==> src/rtl/conv_stream_tx.sv <==
// Source-side streamer for the conv engine: host-loaded kernel and image tile,
// streamed kernel-first on valid/ready. Optional zero border: CONV_TX_PAD_EN.
module conv_stream_tx #(
  parameter int bitwidth      = 16,
  parameter int img_width     = 4,
  parameter int img_height    = 4,
  parameter int weight_width  = 2,
  parameter int weight_height = 2,
  parameter int padding       = 1,
  parameter int addr_w        = 8
) (
  input  logic                clk_en,
  input  logic                rst_n,
  input  logic                wr_en,
  input  logic                wr_sel,
  input  logic [addr_w-1:0]   wr_addr,
  input  logic [bitwidth-1:0] wr_data,
  input  logic [bitwidth-1:0] bias_in,
  input  logic                start,
  input  logic                out_ready,
  output logic                out_valid,
  output logic [bitwidth-1:0] out_data,
  output logic                out_is_weight,
  output logic                out_last,
  output logic [bitwidth-1:0] b0,
  output logic                busy,
  output logic                done,
  output logic [1:0]          state_dbg
);

  // Handshake: a beat transfers on every rising edge where out_valid && out_ready;
  // once raised, out_valid and the presented word hold until that transfer.

`ifdef CONV_TX_PAD_EN
  localparam bit PAD_EN = 1'b1;
`else
  localparam bit PAD_EN = 1'b0;
`endif
  localparam int PAD = PAD_EN ? padding : 0;
  localparam int NW  = weight_width * weight_height;
  localparam int NI  = img_width * img_height;
  localparam int PW  = img_width + 2 * PAD;
  localparam int PH  = img_height + 2 * PAD;
  localparam int KW  = (NW > 1) ? $clog2(NW) : 1;
  localparam int IAW = (NI > 1) ? $clog2(NI) : 1;
  localparam int CW  = (PW > 1) ? $clog2(PW) : 1;
  localparam int RW  = (PH > 1) ? $clog2(PH) : 1;

  typedef enum logic [1:0] {IDLE, SEND_W, SEND_IMG, FIN} state_t;

  state_t              state, state_nxt;
  logic [bitwidth-1:0] ibuf [NI];
  logic [bitwidth-1:0] wbuf [NW];
  logic [KW-1:0]       k;
  logic [RW-1:0]       row, nxt_row;
  logic [CW-1:0]       col, nxt_col;
  logic [IAW-1:0]      pix_idx;
  logic [bitwidth-1:0] pix_word, w0_fwd;
  logic                pix_inside, fire, last_w, last_img;

  assign fire     = out_valid && out_ready;
  assign last_w   = (k == KW'(NW - 1));
  assign last_img = (row == RW'(PH - 1)) && (col == CW'(PW - 1));
  // A weight[0] write in the start cycle must reach the first beat.
  assign w0_fwd   = (wr_en && wr_sel && (wr_addr == '0)) ? wr_data : wbuf[0];

  // Host buffers are not reset; writes only land while idle and in range.
  always_ff @(posedge clk_en) begin
    if (state == IDLE && wr_en) begin
      if (!wr_sel && (int'(wr_addr) < NI)) ibuf[wr_addr[IAW-1:0]] <= wr_data;
      if (wr_sel && (int'(wr_addr) < NW))  wbuf[wr_addr[KW-1:0]]  <= wr_data;
    end
  end

  // Next image position to present; the first pixel follows the last weight.
  always_comb begin
    nxt_row = row;
    nxt_col = col;
    if (state == SEND_W) begin
      nxt_row = '0;
      nxt_col = '0;
    end else if (col == CW'(PW - 1)) begin
      nxt_row = row + RW'(1);
      nxt_col = '0;
    end else begin
      nxt_col = col + CW'(1);
    end
    pix_inside = (int'(nxt_row) >= PAD) && (int'(nxt_row) < PAD + img_height) &&
                 (int'(nxt_col) >= PAD) && (int'(nxt_col) < PAD + img_width);
    pix_idx = '0;
    if (pix_inside)
      pix_idx = IAW'((int'(nxt_row) - PAD) * img_width + (int'(nxt_col) - PAD));
    pix_word = pix_inside ? ibuf[pix_idx] : '0;
  end

  always_ff @(posedge clk_en) begin
    if (!rst_n) state <= IDLE;
    else        state <= state_nxt;
  end

  always_comb begin
    state_nxt = state;
    case (state)
      IDLE:     if (start) state_nxt = SEND_W;
      SEND_W:   if (fire && last_w) state_nxt = SEND_IMG;
      SEND_IMG: if (fire && last_img) state_nxt = FIN;
      FIN:      state_nxt = IDLE;
      default:  state_nxt = IDLE;
    endcase
  end

  always_comb begin
    out_valid     = (state == SEND_W) || (state == SEND_IMG);
    out_is_weight = (state == SEND_W);
    out_last      = (state == SEND_IMG) && last_img;
    busy          = out_valid;
    done          = (state == FIN);
    state_dbg     = state;
  end

  always_ff @(posedge clk_en) begin
    if (!rst_n) begin
      k        <= '0;
      row      <= '0;
      col      <= '0;
      out_data <= '0;
      b0       <= '0;
    end else begin
      case (state)
        IDLE: if (start) begin
          b0       <= bias_in;
          k        <= '0;
          row      <= '0;
          col      <= '0;
          out_data <= w0_fwd;
        end
        SEND_W: if (fire) begin
          if (last_w) begin
            out_data <= pix_word;
          end else begin
            k        <= k + KW'(1);
            out_data <= wbuf[k + KW'(1)];
          end
        end
        SEND_IMG: if (fire && !last_img) begin
          row      <= nxt_row;
          col      <= nxt_col;
          out_data <= pix_word;
        end
        default: ;
      endcase
    end
  end

endmodule

==> config.mk <==
export PLATFORM = sky130hd
export DESIGN_NAME = conv_stream_tx
export DESIGN_NICKNAME = d
export VERILOG_FILES = /design/src/rtl/conv_stream_tx.sv
export SDC_FILE = /design/constraint.sdc
export NUM_CORES = 1
export LEC_CHECK = 0
export CORE_UTILIZATION = 60
export DETAILED_ROUTE_END_ITERATION = 6
export MAX_ROUTING_LAYER = met4
export PLACE_DENSITY = 0.91
export SLEW_MARGIN = 20
export SYNTH_ARGS = -nofsm -noshare
export SYNTH_HDL_FRONTEND = slang
export SYNTH_SLANG_ARGS = --single-unit
==> constraint.sdc <==
create_clock -name clk_en -period 7.7 [get_ports clk_en]
set_input_delay 1.925 -clock clk_en [delete_from_list [all_inputs] [get_ports clk_en]]
set_output_delay 1.925 -clock clk_en [all_outputs]
set_load 0.03 [all_outputs]
### After elaboration in Yosys (flattened, before gate mapping)

Memory sizes are Yosys's and may differ from the RTL's.
Cells that the tools add are included.

| word-level totals | value |
|---|---|
| bits in writable memories | 320 |
| register bits after elaboration | 40 |
| input port bits | 46 |
| output and inout port bits | 39 |
| memories | 2 |
| word-level logic and storage cells | 78 |

Memory list:

| name | depth | bits a word | rd ports | clocked after memory_dff | wr ports | line | source |
|---|---|---|---|---|---|---|---|
| ibuf | 16 | 16 | 1 | 0 | 1 | 52 | `logic [bitwidth-1:0] ibuf [NI];` |
| wbuf | 4 | 16 | 2 | 0 | 1 | 53 | `logic [bitwidth-1:0] wbuf [NW];` |

| operators by class | value |
|---|---|
| $lt $le $gt $ge | 2 |
| add/subtract/negate cells | 4 |
| reductions and logical operators | 24 |
| mux-type cells | 28 |
| equality and inequality tests | 12 |

Operators by type and width:

| cell | count |
|---|---|
| 16-bit 2-to-1 mux | 5 |
| 16-bit case mux with 3 select lines | 1 |
| 2-bit 2-to-1 mux | 12 |
| 2-bit case mux with 2 select lines | 3 |
| 1-bit logical AND | 11 |
| 2-bit equality test, second input constant | 5 |
| 8-bit zero test | 1 |
| 8-bit by 3-bit < comparator with 1-bit output, second input constant | 1 |
| 8-bit by 5-bit < comparator with 1-bit output, second input constant | 1 |
| 2-bit case mux with 4 select lines | 1 |
| 4-bit AND reduction | 2 |
| 2-bit by 1-bit adder with 2-bit output, second input constant | 3 |
| 1-bit 2-to-1 mux | 6 |
| 2-bit by 1-bit inequality test with 1-bit output, second input constant | 3 |
| 2-bit inequality test, second input constant | 3 |
| 3-bit AND reduction | 2 |
| 4-bit by 2-bit adder with 4-bit output | 1 |
| 2-bit nonzero test | 2 |
| 3-bit nonzero test | 1 |
| 2-bit by 1-bit equality test with 1-bit output, second input constant | 1 |
| 1-bit zero test | 2 |
| 2-bit zero test | 1 |
| 2-bit AND reduction | 1 |
| 1-bit logical OR | 1 |

### Longest topological paths before layout

Gate-level depths: netlist (run 1).
An unclocked memory read counts as a cell.

| logic depth | value |
|---|---|
| word-level depth | 8 |
| depth in mapped cells | 10 |
| mapped depth without buffers | 8 |

### Least setup slack after synthesis (run 1)

Ideal clock, no wire load.

| path | value |
|---|---|
| path kind | input to register |
| start point | input wr_addr[4] |
| end point | memory ibuf[10][0] (enable) |
| stages on the path | 5 |
| required time | 7,312 ps |
| path buffers | 0 |
| data arrival time | 3,447 ps |
| path slack | 3,865 ps |
| setup time | 388 ps |
| path through | nor4_4 -> nand3_1 -> nor2_1 -> nand3b_1 -> nor2_1 |

| between the ends | value |
|---|---|
| longest elaborated chain between the ends | 5 |

RTL lines:

| item | line | source |
|---|---|---|
| from (decl) | 16 | `input logic [addr_w-1:0] wr_addr,` |
| 8-bit by 5-bit < comparator with 1-bit output | 70 | `if (!wr_sel && (int'(wr_addr) < NI)) ibuf[wr_addr[IAW-1:0]] <= wr_data;` |
| 1-bit logical AND | 70 |  |
| 1-bit 2-to-1 mux | 70 |  |
| 1-bit 2-to-1 mux | 69 | `if (state == IDLE && wr_en) begin` |
| 1-bit 2-to-1 mux (not written as such) | 70 |  |
| to (decl) | 52 |  |

Every way passes these cells.

### Worst setup path in the final report (run 1)

| path | value |
|---|---|
| start point | register state[1], in the netlist state_dbg[1] |
| end point | output out_is_weight |

| between the ends | value |
|---|---|
| longest elaborated chain between the ends | 1 |

RTL lines:

| item | line | source |
|---|---|---|
| from (decl) | 51 | `state_t state, state_nxt;` |
| from (signal assigned) | 98 | `else state <= state_nxt;` |
| 2-bit by 1-bit equality test with 1-bit output | 114 | `out_is_weight = (state == SEND_W);` |
| to (decl) | 23 | `output logic out_is_weight,` |

Every way passes these cells.

==> summary.md, run 1 <==
| Metric | Value |
|---|---|
| Clk pin slew, worst setup/hold paths | 60 ps |
| Netlist Area Pre-Place | between 10000 and 15000 µm² |
| DRT iter0 DRCs | ~1.5k |
| Syn nets | ~1.0k |
| Post-layout util | a little over two thirds |
| Pins Over Slew Limit | 0 |
| Slowest cell delay on critical path | 840 ps |
| Peak Freq | between 200 and 250 MHz |
| Relative slew slack | between 10% and 20% |
| Static Leak | a little under 6 nW |
| Setup CP Type | register to output port |
| CP bufs+invs | 3 |
| Die height | between 150 and 200 µm |
| Element type at the critical path end | output port |
| Family with the most delay on the worst path | buffers and inverters |
| DPL Wire Length | between 20000 and 25000 µm |
| Final hold violations | 0 |
| Pin count of the biggest net entering global routing | 75 |
| Worst path slowest cell | clkdlybuf4s50_1 |
| YS warnings | 0 |
| Clk_lat worst skew | 530 ps |
| Setup TNS | 0 ps |
| Router iterations before antenna repair | 7 |
| CTS tree | built |
| Clk buf depth | 3 |
| Mapped Cells | between 900 and 1k |
| Crit start category | register |
| Num CTS Buffers | 35 |
| Worst slack at placement | 3030 ps |
| Syn_area_per_cell | approximately 15 µm² |
| Flops & latches, synth | 360 |
| Gpl congestion | approximately 0.83 |
| CP arrival | around 2600 ps |
| Cell Rows | 57 |
| Synth-to-layout area growth | 15.5% |
| DR vias | 9934 |
| Die area | about 25000 µm² |
| Drt drc | 0 |
| Max Cap Violations | 0 |
| CTS resizes | 0 |
| Post-synth ARST share | 0% |
| Total GRT Usage | approximately a third |
| Slew @ Worst Pin | about 1200 ps |
| Worst path cell trace | inv_1 > ha_2 > buf_4 > clkdlybuf4s50_1 |
| Global-route wire length before repair | 59700 µm |
| Placed Cells | approximately 1.4k |
| WL/cell | around 29 µm |
| I/O Buffers | 84 |
| Ratio of cells with drive above 1 in the final layout | approximately an eighth |
| Fin crit share | 59.2% |
| Outcome | complete, no violations |
| TritonCTS Sinks | between 300 and 400 |
| Register area share after synthesis | a little over two thirds |
| Core area | 24200 µm² |
| ANT nets after route | 0 |
| Final min period | approximately 4600 ps |
| Clk_skew | around 30 ps |
| P per Cell Area | approximately 310 nW/µm² |
| CP max FO | just under 70 |
| HP Class | register to register |
| Vias per inst | between 7 and 8 |
| Final Power | 5.30 mW |
| Final number of setup-violating endpoints | 0 |
| Ant. Diodes | 0 |
| Final WL | 40400 µm |
| Worst endpoint required time | between 5000 and 6000 ps |
| Initial antenna violation count | 0 |
| Final Instance Count excl. Fillers | ~1.4k |
| # hold bufs at CTS | 0 |
| Worst Slack Setup Final | around 3100 ps |
| GR Overflow Total | 0 |
| H-tree Lvls | 2 |
| Starting density of the core | approximately three fifths |
| Final #Nets | roughly 1.1k |
| Count of cell types in the netlist | 48 |
| Top FF cell, synth | edfxtp_1 |
| Placed Area | 16000 µm² |
| Peak supply drop | roughly 0.30 mV |
| Clock root cell | clkbuf_16 |
| Chip Width | about 160 µm |
| EDFF count, synth | 320 |
| Io pins | between 80 and 90 |
| Hold WS | 455 ps |
| Filler cells | about 1.4k |
| Setup bufs post-CTS | 0 |
| RSZ-0062 raised after global routing | false |
| Vias in the first global route | about 10k |
| Post-route cell area | about 17000 µm² |
[cell usage in the layout (no fill, tap or decap), types with 5 or more instances in the layout]
cell	count
a2bb2oi_1	16
nor2_1	52
nor3b_1	34
o211ai_1	17
nand3b_1	5
clkbuf_1	7
edfxtp_1	320
nand4_1	17
clkbuf_16	36
clkinv_2	5
nor2b_1	9
a211oi_1	47
clkdlybuf4s50_1	84
mux4_2	16
mux2i_1	67
o221ai_1	33
buf_4	31
nand3_1	19
nand2_1	69
mux2_2	14
dfxtp_1	40
o21ai_0	19
a22oi_1	15
nand2b_1	5
a21oi_1	58
[per-layer routing]
layer  GRT usage, %  routed length [µm]  up-vias
li1               -                   -     4047
met1           37.4               13000     4742
met2           53.0               19600      931
met3           6.43                4780      214
met4           22.9                3020        0
met5              -                   0        -
[final timing paths]
kind,cells after the start,to,slack (ps),start
max,4,out_is_weight,3140,state_dbg[1]
min,2,b0[4],450,b0[4]
max reg2reg,8,out_data[12],4080,col[0]
min reg2reg,2,b0[4],450,b0[4]
[cell type report]
cell class | instances | area, µm² | share of cell area [%]
clock buffers | 44 | 941 | 5.50
clock inverters | 18 | 206 | 1.21
inverters | 4 | 15.0 | 0.0877
multi-input cells | 553 | 4070 | 23.8
flip-flops and latches | 360 | 10400 | 60.8
well taps | 324 | 405 | 2.37
repair buffers | 115 | 1070 | 6.27
[report_power, final]
| part | switching, mW | total (mW) | leakage, nW | internal, mW |
|---|---|---|---|---|
| clock network | 0.734 | 1.74 | 0.558 | 1.01 |
| registers | 0.0494 | 2.22 | 3.20 | 2.18 |
| logic | 0.894 | 1.34 | 2.10 | 0.443 |
| total | 1.68 | 5.30 | 5.86 | 3.63 |
[synthesized netlist by cell type (19+ instances only)]
| library cell | count | area (µm²) |
|---|---|---|
| nand3_1 | 19 | 95.1 |
| nor2_1 | 52 | 195 |
| mux2i_1 | 67 | 671 |
| clkbuf_1 | 36 | 135 |
| o21ai_0 | 19 | 95.1 |
| edfxtp_1 | 320 | 9610 |
| nor3b_1 | 34 | 255 |
| nand2_1 | 69 | 259 |
| a21oi_1 | 58 | 290 |
| dfxtp_1 | 40 | 801 |
| o221ai_1 | 33 | 289 |
| a211oi_1 | 47 | 353 |
[flip-flops by register name (all words and copies together) (netlist names)]
register   cells
row            2
ibuf         256
state_dbg      2
col            2
b0            16
out_data      16
wbuf          64
k              2
[logic make-up (layout without fill, tap and decap cells)]
group	after synthesis	after routing	share of synthesized area [%]
flops	360	360	70.2
buf+inv	71	181	2.48
compound gates	215	215	10.1
fa+ha+maj	7	7	0.591
simple gates	234	234	8.55
mux	97	97	8.02
[worst register-to-register path: stages (launching register included)]
cell	delay, ps
dfxtp_1	380
ha_2	330
nor2_4	820
buf_4	730
mux2_2	310
a22oi_1	70
o211ai_1	280
nand4_1	300
a211oi_1	340
Power figures use the tool's default switching activity.
==> inputs of run 2 (changes only) <==
Settings changed: CORE_UTILIZATION 60 to 59, PLACE_DENSITY 0.91 to 0.9.
Clock period 7.7 ns to 4.55 ns, I/O delays scaled along.
==> run 2 against run 1 <==
Compared with the run above: hold slack lost 1.6 ps; final cell count grew 1.5%; clock power increased by 78%; cell area is 1.1% higher; first-iteration DRC count fell by 17%; flip-flop and latch count is the same; largest cell class unchanged; largest power group unchanged; highest routed layer unchanged.
==> summary.md, run 2 (same netlist as run 1, synthesis figures left out) <==
| Metric | Value |
|---|---|
| Clk_skew | between 20 and 25 ps |
| Io pins | between 80 and 90 |
| Total GRT Usage | 31.7% |
| Gpl congestion | roughly 0.96 |
| Register-to-Register Path Depth | 7 |
| DPL Wire Length | 23300 µm |
| Setup CP Type | register to output port |
| FF-to-FF Start | col[0] |
| GR Overflow Total | 0 |
| Cell Rows | 57 |
| Clk buf depth | 3 |
| Pins Over Slew Limit | 0 |
| Final #Nets | about 1.1k |
| CP max FO | 34 |
| Setup bufs post-CTS | 0 |
| CTS tree | built |
| Peak Freq | 277 MHz |
| Die height | 160 µm |
| Initial antenna violation count | 0 |
| Final number of setup-violating endpoints | 0 |
| Pin count of the biggest net entering global routing | 75 |
| Element type at the critical path end | output port |
| Post-route cell area | approximately 17000 µm² |
| Crit start category | register |
| RSZ-0062 raised after global routing | false |
| Num CTS Buffers | 37 |
| Peak supply drop | around 0.48 mV |
| Ratio of cells with drive above 1 in the final layout | about 14% |
| Outcome | complete, no violations |
| DRT iter0 DRCs | ~1.2k |
| Cells on Worst Hold Path | 2 |
| Final hold violations | 0 |
| Reg2reg end | out_data[10] |
| Drt drc | 0 |
| Core area | ~24000 µm² |
| Starting density of the core | 60.6% |
| Final WL | just under 40000 µm |
| Router iterations before antenna repair | 5 |
| Synth-to-layout area growth | 16.8% |
| I/O Buffers | 84 |
| P per Cell Area | approximately 530 nW/µm² |
| WL/cell | ~27 µm |
| Vias in the first global route | between 9k and 10k |
| Global-route wire length before repair | about 58000 µm |
| R2R Setup Slk | roughly 1200 ps |
| Final min period | 3610 ps |
| Vias per inst | between 6 and 7 |
| Max FFs per register | approximately 260 |
| Placed Area | around 16000 µm² |
| TritonCTS Sinks | 360 |
| ANT nets after route | 0 |
| Worst endpoint required time | 3410 ps |
| Max Cap Violations | 0 |
| Hold wc startpoint | b0[8] |
| Relative slew slack | 29.8% |
| Clock root cell | clkbuf_16 |
| Most common cell after layout, fill and taps aside | edfxtp_1 |
| H-tree Lvls | 2 |
| Commonest non-fill, non-tap cells in the layout | 320 x edfxtp_1, 84 x clkdlybuf4s50_1, 69 x nand2_1 |
| Slew @ Worst Pin | about 1000 ps |
| CTS resizes | 0 |
| Clk pin slew, worst setup/hold paths | 60 ps |
| DR vias | 9739 |
| Static Leak | 5.98 nW |
| Clk_lat worst skew | around 540 ps |
| Setup TNS | 0 ps |
| CP arrival | 2470 ps |
| HP Class | register to register |
| Chip Width | approximately 160 µm |
| Fin crit share | about four fifths |
| # hold bufs at CTS | 0 |
| End of the worst hold path | b0[8] |
| Die area | 25800 µm² |
## run 2: routing by layer
metal | up-vias | part of all wire, % | GRT usage [%]
li1 | 4084 | - | -
met1 | 4724 | 34 | 38.0
met2 | 753 | 48 | 49.9
met3 | 178 | 11 | 6.35
met4 | 0 | 6.4 | 19.4
met5 | - | 0 | -
## run 2: final cells by class
| cell class | instances | area (µm²) |
|---|---|---|
| repair buffers | 131 | 1190 |
| diodes | 2 | 5.00 |
| clock buffers | 45 | 977 |
| well taps | 324 | 405 |
| clock inverters | 20 | 251 |
| multi-input cells | 553 | 4050 |
| flip-flops and latches | 360 | 10400 |
| fillers | 1413 | 7150 |
| inverters | 4 | 15.0 |
## run 2: power breakdown
| part | internal, mW | switching [mW] |
|---|---|---|
| clock network | 1.83 | 1.26 |
| registers | 3.68 | 0.0599 |
| logic | 0.769 | 1.50 |
| total | 6.28 | 2.83 |
## run 2: how the worst max path moves through the flow
stage            startpoint            end  cells after the start
2_1_floorplan    wr_addr[4]    ibuf[10][0]                      5
3_3_place_gp     wr_addr[4]   ibuf[10][10]                      7
3_5_place_dp     wr_addr[4]    ibuf[10][0]                      7
4_1_cts        state_dbg[1]  out_is_weight                      3
5_1_grt        state_dbg[1]  out_is_weight                      3
6_report       state_dbg[1]  out_is_weight                      3
## run 2: metrics by stage
step | util, % | total power [mW] | std cells | worst slack (ps) | hold slack [ps]
after floorplan | - | 5.25 | 984 | 1500 | 500
after global placement | 65.7 | 5.87 | 1372 | 1180 | 443
after CTS | 70.7 | 9.05 | 1437 | 955 | 454
after global routing | 70.7 | 9.34 | 1437 | 875 | 486
after detailed placement | 65.7 | 5.96 | 1372 | 1120 | 450
final | 70.8 | 9.10 | 1439 | 939 | 453
## run 2: worst max-delay path, stage by stage, from the launching register on
cell and delay [ps]:
dfxtp_1 340, inv_1 110, ha_2 690, clkdlybuf4s50_1 810
